$ cat src/rtl/call_return_ctrl.sv
// Saves and restores 16-bit return addresses on an 8-bit LIFO stack (push low/high, pop high/low).
// Latency: DONE three cycles after an accepted CALL/RET, one cycle after a rejected request.
// Backpressure: requests are sampled only in IDLE; anything presented while BUSY is dropped.
module call_return_ctrl #(
    parameter int DATA_WIDTH = 8,
    parameter int PC_WIDTH   = 16,
    parameter int DEPTH      = 3
) (
    input  logic                  CLK,
    input  logic                  nRST,
    input  logic                  CALL_REQ,
    input  logic                  RET_REQ,
    input  logic [PC_WIDTH-1:0]   RET_ADDR_IN,
    input  logic                  CLR_ERR,
    output logic                  BUSY,
    output logic                  DONE,
    output logic [PC_WIDTH-1:0]   PC_OUT,
    output logic                  PC_VALID,
    output logic                  OVF_ERR,
    output logic                  UNF_ERR,
    output logic [DEPTH:0]        LEVEL,
    output logic [DATA_WIDTH-1:0] STK_DIN,
    output logic                  STK_nRW,
    output logic                  STK_CE,
    input  logic [DATA_WIDTH-1:0] STK_DOUT,
    input  logic                  STK_FULL,
    input  logic                  STK_EMPTY
);

    typedef enum logic [2:0] {
        IDLE    = 3'd0,
        PUSH_LO = 3'd1,
        PUSH_HI = 3'd2,
        POP_HI  = 3'd3,
        POP_LO  = 3'd4,
        FIN     = 3'd5
    } state_t;

    // A CALL needs room for two bytes, a RET needs two bytes present.
    localparam logic [DEPTH:0] ONE      = (DEPTH+1)'(1);
    localparam logic [DEPTH:0] TWO      = (DEPTH+1)'(2);
    localparam logic [DEPTH:0] CALL_MAX = (DEPTH+1)'((2**DEPTH) - 2);

    state_t                state;
    // Only the high byte must survive past the accept edge; the low byte goes straight to STK_DIN.
    logic [DATA_WIDTH-1:0] addr_hi;

    // Single FSM: state, occupancy, error flags and all outputs are registered together.
    always_ff @(posedge CLK or negedge nRST) begin
        if (!nRST) begin
            state    <= IDLE;
            addr_hi  <= '0;
            LEVEL    <= '0;
            PC_OUT   <= '0;
            BUSY     <= 1'b0;
            DONE     <= 1'b0;
            PC_VALID <= 1'b0;
            OVF_ERR  <= 1'b0;
            UNF_ERR  <= 1'b0;
            STK_CE   <= 1'b0;
            STK_nRW  <= 1'b0;
            STK_DIN  <= '0;
        end else begin
            DONE     <= 1'b0;
            PC_VALID <= 1'b0;
            STK_CE   <= 1'b0;
            STK_nRW  <= 1'b0;
            STK_DIN  <= '0;
            // Clear first so a same-edge set below takes precedence.
            if (CLR_ERR) begin
                OVF_ERR <= 1'b0;
                UNF_ERR <= 1'b0;
            end
            case (state)
                IDLE: begin
                    if (CALL_REQ) begin
                        BUSY <= 1'b1;
                        if (LEVEL <= CALL_MAX && !STK_FULL) begin
                            addr_hi <= RET_ADDR_IN[PC_WIDTH-1:DATA_WIDTH];
                            STK_CE  <= 1'b1;
                            STK_nRW <= 1'b1;
                            STK_DIN <= RET_ADDR_IN[DATA_WIDTH-1:0];
                            state   <= PUSH_LO;
                        end else begin
                            OVF_ERR <= 1'b1;
                            DONE    <= 1'b1;
                            state   <= FIN;
                        end
                    end else if (RET_REQ) begin
                        BUSY <= 1'b1;
                        if (LEVEL >= TWO && !STK_EMPTY) begin
                            STK_CE <= 1'b1;
                            state  <= POP_HI;
                        end else begin
                            UNF_ERR <= 1'b1;
                            DONE    <= 1'b1;
                            state   <= FIN;
                        end
                    end
                end
                PUSH_LO: begin
                    LEVEL   <= LEVEL + ONE;
                    STK_CE  <= 1'b1;
                    STK_nRW <= 1'b1;
                    STK_DIN <= addr_hi;
                    state   <= PUSH_HI;
                end
                PUSH_HI: begin
                    LEVEL <= LEVEL + ONE;
                    DONE  <= 1'b1;
                    state <= FIN;
                end
                POP_HI: begin
                    // The stack pops on this edge; STK_DOUT still shows the pre-pop top.
                    PC_OUT[PC_WIDTH-1:DATA_WIDTH] <= STK_DOUT;
                    LEVEL  <= LEVEL - ONE;
                    STK_CE <= 1'b1;
                    state  <= POP_LO;
                end
                POP_LO: begin
                    PC_OUT[DATA_WIDTH-1:0] <= STK_DOUT;
                    LEVEL    <= LEVEL - ONE;
                    DONE     <= 1'b1;
                    PC_VALID <= 1'b1;
                    state    <= FIN;
                end
                FIN: begin
                    BUSY  <= 1'b0;
                    state <= IDLE;
                end
                default: begin
                    BUSY  <= 1'b0;
                    state <= IDLE;
                end
            endcase
        end
    end

endmodule

$ cat config.mk
export PLATFORM = sky130hd
export DESIGN_NAME = call_return_ctrl
export DESIGN_NICKNAME = d
export VERILOG_FILES = /design/src/rtl/call_return_ctrl.sv
export SDC_FILE = /design/constraint.sdc
export NUM_CORES = 1
export LEC_CHECK = 0
export BUFFER_PORTS_ARGS = -buffer_cell sky130_fd_sc_hd__buf_4
export CAP_MARGIN = 0
export CORE_MARGIN = 2
export CORE_UTILIZATION = 53
export DETAILED_ROUTE_END_ITERATION = 16
export PLACE_DENSITY = 0.91
export SYNTH_ARGS = -nofsm -noshare
export SYNTH_HDL_FRONTEND = slang
export SYNTH_SLANG_ARGS = --single-unit
$ cat constraint.sdc
create_clock -name CLK -period 5.6 [get_ports CLK]
set_input_delay 1.12 -clock CLK [delete_from_list [all_inputs] [get_ports CLK]]
set_output_delay 1.12 -clock CLK [all_outputs]
set_load 0.02 [all_outputs]
# Word level (Yosys, flattened, before mapping)
# Cells that the tools add are included.
# totals
register_bits	46
in_bits	31
# op_classes
n_addsub	2
mux	34
order_cmp	2
eq_ne	5
n_reduce_logical	13
bitwise_logic	1
# op_table
operator	count
$mux W1	21
$mux W8	2
$pmux W8 S2	1
$mux W3	4
$pmux W3 S4	1
$pmux W1 S2	4
$pmux W4 S2	1
$reduce_or A2 Y1	4
$eq A3 B2 Y1 const B	2
$add A4 B1 Y4 const B	1
$ge A4 B2 Y1 const B	1
$le A4 B3 Y1 const B	1
$reduce_or A4 Y1	1
$sub A4 B1 Y4 const B	1
$eq A3 B1 Y1 const B	1
$eq A3 B3 Y1 const B	1
$logic_not A3 Y1	1
$ne A3 B3 Y1 const B	1
$reduce_and A3 Y1	1
$logic_and A1 B1 Y1	2
$logic_not A1 Y1	2
$reduce_and A2 Y1	1
$reduce_bool A2 Y1	1
$not A1 Y1	1

# Longest topological paths before layout
# depth
ltp_word	6
ltp_mapped	9
ltp_nobuf	7

# Worst setup path before layout
# No wires, ideal clock.
# synth_timing
kind	input-to-reg
from	in STK_FULL
to	reg addr_hi[6]
t_required_ns	5.473
path_slack_ns	3.329
n_path_buf	2
stages	5
setup_ns	0.127
t_arrival_ns	2.143
path_cell_list	a311oi_2 and3_1 buf_6 buf_8 mux2_1
# synth_via
elab_chain_cells	3
# synth_rtl
item	line	rtl
from (decl)	26	input logic STK_FULL,
$logic_not A1 Y1	78	if (LEVEL <= CALL_MAX && !STK_FULL) begin
$logic_and A1 B1 Y1	78	
$reduce_and A3 Y1 (no source line)	-	
to (signal assigned)	79	addr_hi <= RET_ADDR_IN[PC_WIDTH-1:DATA_WIDTH];
to (decl)	46	logic [DATA_WIDTH-1:0] addr_hi;
# No other way between the ends.
# A chain may end at the register's enable or synchronous reset.

# Final worst setup path
# layout_timing
from	reg state[2]
to	reg LEVEL[3]
# layout_via
elab_chain_cells	3
word_cells_on_any_way	8
classes_between	4 x eq/ne; 1 x mux; 3 x reduce/logical
# layout_rtl
item	line	rtl
from (decl)	44	state_t state;
from (signal assigned)	51	state <= IDLE;
from (signal assigned)	83	state <= PUSH_LO;
from (signal assigned)	87	state <= FIN;
$eq A3 B2 Y1, or another cell as far along	74	case (state)
$reduce_or A2 Y1 (no source line)	-	
$pmux W4 S2 or $reduce_bool A2 Y1 (tied branches)	-	
to (signal assigned)	102	LEVEL <= LEVEL + ONE;
to (signal assigned)	109	LEVEL <= LEVEL + ONE;
to (signal assigned)	116	LEVEL <= LEVEL - ONE;
to (decl)	21	output logic [DEPTH:0] LEVEL,
# Parallel ways exist; a longest one is shown, timed or not.

==> impl_metrics.csv <==
group,metric,value,unit
outcome,status,"complete, no violations",
route,drc,0,
logic_synthesis,ys_top_cells_by_count,"dfrtp_1 (46), mux2_2 (25), a22o_1 (9)",
route,drt_wl_total,3.75,mm
critical_path,r2r_cells,7,
logic_synthesis,yosys_warnings,0,
timing,hold_ws,0.498,ns
route,route.detailed.wl_per_inst,14.8,um
cts,hold_buffers,0,
critical_path,arrival,2.95,ns
critical_path,cp_slowest_stage_delay,0.77,ns
grt,grt_pass1_vias,1372,
place,dp_slack,2.85,ns
logic_synthesis,synth_edf_count,0,
finish,final_net_count,239,
floorplanning,die-height,64.6,um
cts,cts_tree,"done",
flow_run,maxCapViolations,0,
timing,skew,0.00921,ns
finish,fillers,276,
pwr,ir_worst_vdd,0.358,mV
finish,finalNonFillerCells,254,
timing,setup_tns,0,ns
finish,drive_gt1_frac,0.515,
timing,worstMarginPinSlew,0.846,ns
cts,clockBufferDepth,2,
cts,ctsResizeCount,0,
cts,htreeDepth,2,
pwr,p_leak,1.24,nW
critical_path,path_depth,7,
worst_hold_path,hp-class,"reg -> reg",
logic_synthesis,syn_area,1950,um^2
critical_path,critPathKind,"reg -> reg",
place,place_congestion,0.762,
finish,diodes,0,
floorplanning,fp.dieW,64.6,um
critical_path,worst-path-buf-inv,0,
logic_synthesis,synth_ff_type,"dfrtp_1",
place,place_inst,246,
critical_path,worstPathRequired,5.82,ns
place,detailed_place_hpwl,2.74,mm
route,drt-initial-drc-count,37,
cts,cts_root_buf,"clkbuf_8",
critical_path,cp-start-kind,"register",
logic_synthesis,synth_area_per_cell,14.0,um^2
finish,seq_area,1150,um^2
timing,hold_viol_final,0,
route,num_vias,1341,
timing,fin_crit,2.72,ns
route,post_drt_via_cell_ratio,5.28,
cts,cts_num_sinks,46,
cts,clk_latency,0.30,ns
route,ant_nets,0,
cts,cts_buffers,5,
logic_synthesis,syn-num-nets,173,
critical_path,end_kind,"register",
logic_synthesis,synth.area.top_cells,"dfrtp_1 (59%), mux2_2 (14%), a22o_1 (4.0%)",
logic_synthesis,synth_seq_cells,46,
cts,clk_pin_slew_worst_paths,0.09,ns
logic_synthesis,synth_cells,139,
timing,rsz0062_at_grt,"no",
logic_synthesis,synth_top_area_share,0.591,
cts,cts_setup_buffers,0,
grt,grt_pass1_wl,6.35,mm
logic_synthesis,yosysSeqAreaShare,0.591,
route,drt_first_pass_iters,4,
critical_path,cp_top_family,"simple AND/OR/NAND/NOR gates",
floorplanning,coreArea,3610,um^2
timing,setup_slack,2.88,ns
timing,clock.fmax,367,MHz
floorplanning,rows,22,
critical_path,crit_fanout,12,
grt,grt_use_total,0.203,
place,port_buffers,65,
grt,antenna_found_initial,0,
timing,slew_viol_final,0,
grt,gr-total-overflow,0,
logic_synthesis,async_reset_ff_frac,1.00,
logic_synthesis,yosys.area.top_type,"dfrtp_1",
logic_synthesis,synth.most_common_cell,"dfrtp_1",
finish,area_growth,30.9,%
grt,grt_max_degree,47,
finish,multi_input_area,724,um^2
floorplanning,start_util,0.541,
pwr,p_per_area,625,nW/um^2
critical_path,crit_chain,"nor3b_2, nand2b_1, ha_1, or2_2, o211a_1, nor3_1, xnor2_1",
timing,fin_crit_sh,0.486,
timing,setup_viol,0,
critical_path,slowest_stage,"nor3b_2",
floorplanning,io_pins,66,
timing,slew_headroom,0.434,
worst_hold_path,holdPathStages,1,
floorplanning,dieArea,4180,um^2
logic_synthesis,synth.distinct_cells,38,
## path summary, 6_finish.rpt
kind / startpoint / end / slack, ns
min: addr_hi[7]$_DFFE_PN0P_ / STK_DIN[7]$_DFF_PN0_ / 0.50
min reg2reg: addr_hi[7]$_DFFE_PN0P_ / STK_DIN[7]$_DFF_PN0_ / 0.50
max reg2reg: state[2]$_DFFE_PN0P_ / LEVEL[3]$_DFFE_PN0P_ / 2.88
min in group asynchronous: nRST / addr_hi[0]$_DFFE_PN0P_ / 0.80
max in group asynchronous: nRST / state[2]$_DFFE_PN0P_ / 4.42
max: state[2]$_DFFE_PN0P_ / LEVEL[3]$_DFFE_PN0P_ / 2.88
## routing by layer
metal  share of wire  GRT usage  up-vias
met1            0.41      0.251      645
li1                -          -      630
met5               0          0        -
met3           0.063     0.0469       13
met2            0.50      0.342       53
met4           0.026     0.0878        0
## cells by family after synthesis
kind of cell / Yosys count / synth area share
compound gates: 25 / 0.103
buf+inv: 11 / 0.0379
simple gates: 25 / 0.0815
mux: 26 / 0.150
fa+ha+maj: 3 / 0.0231
flops: 46 / 0.590
xor+xnor: 3 / 0.0135
## state kept, by name, indices dropped and copies added (netlist names)
register / flops
OVF_ERR: 1
LEVEL: 4
STK_CE: 1
STK_nRW: 1
PC_OUT: 16
PC_VALID: 1
addr_hi: 8
UNF_ERR: 1
DONE: 1
STK_DIN: 8
BUSY: 1
state: 3
## layout by cell type (no fill, tap or decap), drive strengths merged, types with 2 or more instances in the layout
cell,instances
buf,65
xor2,2
dfrtp,46
ha,2
a21oi,4
nor3,4
a22o,9
inv,5
o22ai,2
nand2,3
nor3b,4
or2,2
o21bai,2
clkinv,2
clkbuf,5
nor2,5
mux2,26
nand2b,2
## stage by stage
step                      power, W   util  area, um^2
after CTS                  0.00161  0.707        2550
after global routing       0.00170  0.707        2550
after floorplan            0.00109      -        1950
after global placement     0.00133  0.677        2440
after detailed placement   0.00137  0.677        2440
final                      0.00159  0.707        2550
## worst reg2reg max path: stages, from the launching register on
cell,delay (ns)
dfrtp_1,0.56
nor3b_2,0.77
nand2b_1,0.27
ha_1,0.28
or2_2,0.32
o211a_1,0.13
nor3_1,0.18
xnor2_1,0.14
## report_power, final
| part | internal, W | total, W | switching, W | leakage, nW |
|---|---|---|---|---|
| Sequential | 0.000489 | 0.000610 | 0.000120 | 0.567 |
| Combinational | 0.000378 | 0.000745 | 0.000368 | 0.618 |
| Clock | 0.000131 | 0.000240 | 0.000109 | 0.0579 |
## area by class of cell
class,instances,area share
clock inverter,3,0.0157
timing repair buffer,65,0.191
sequential,46,0.451
clock buffer,5,0.0270
tap,48,0.0235
multi-input combinational,82,0.284
inverter,5,0.00736
No activity file was read; power rests on OpenSTA's default activity.
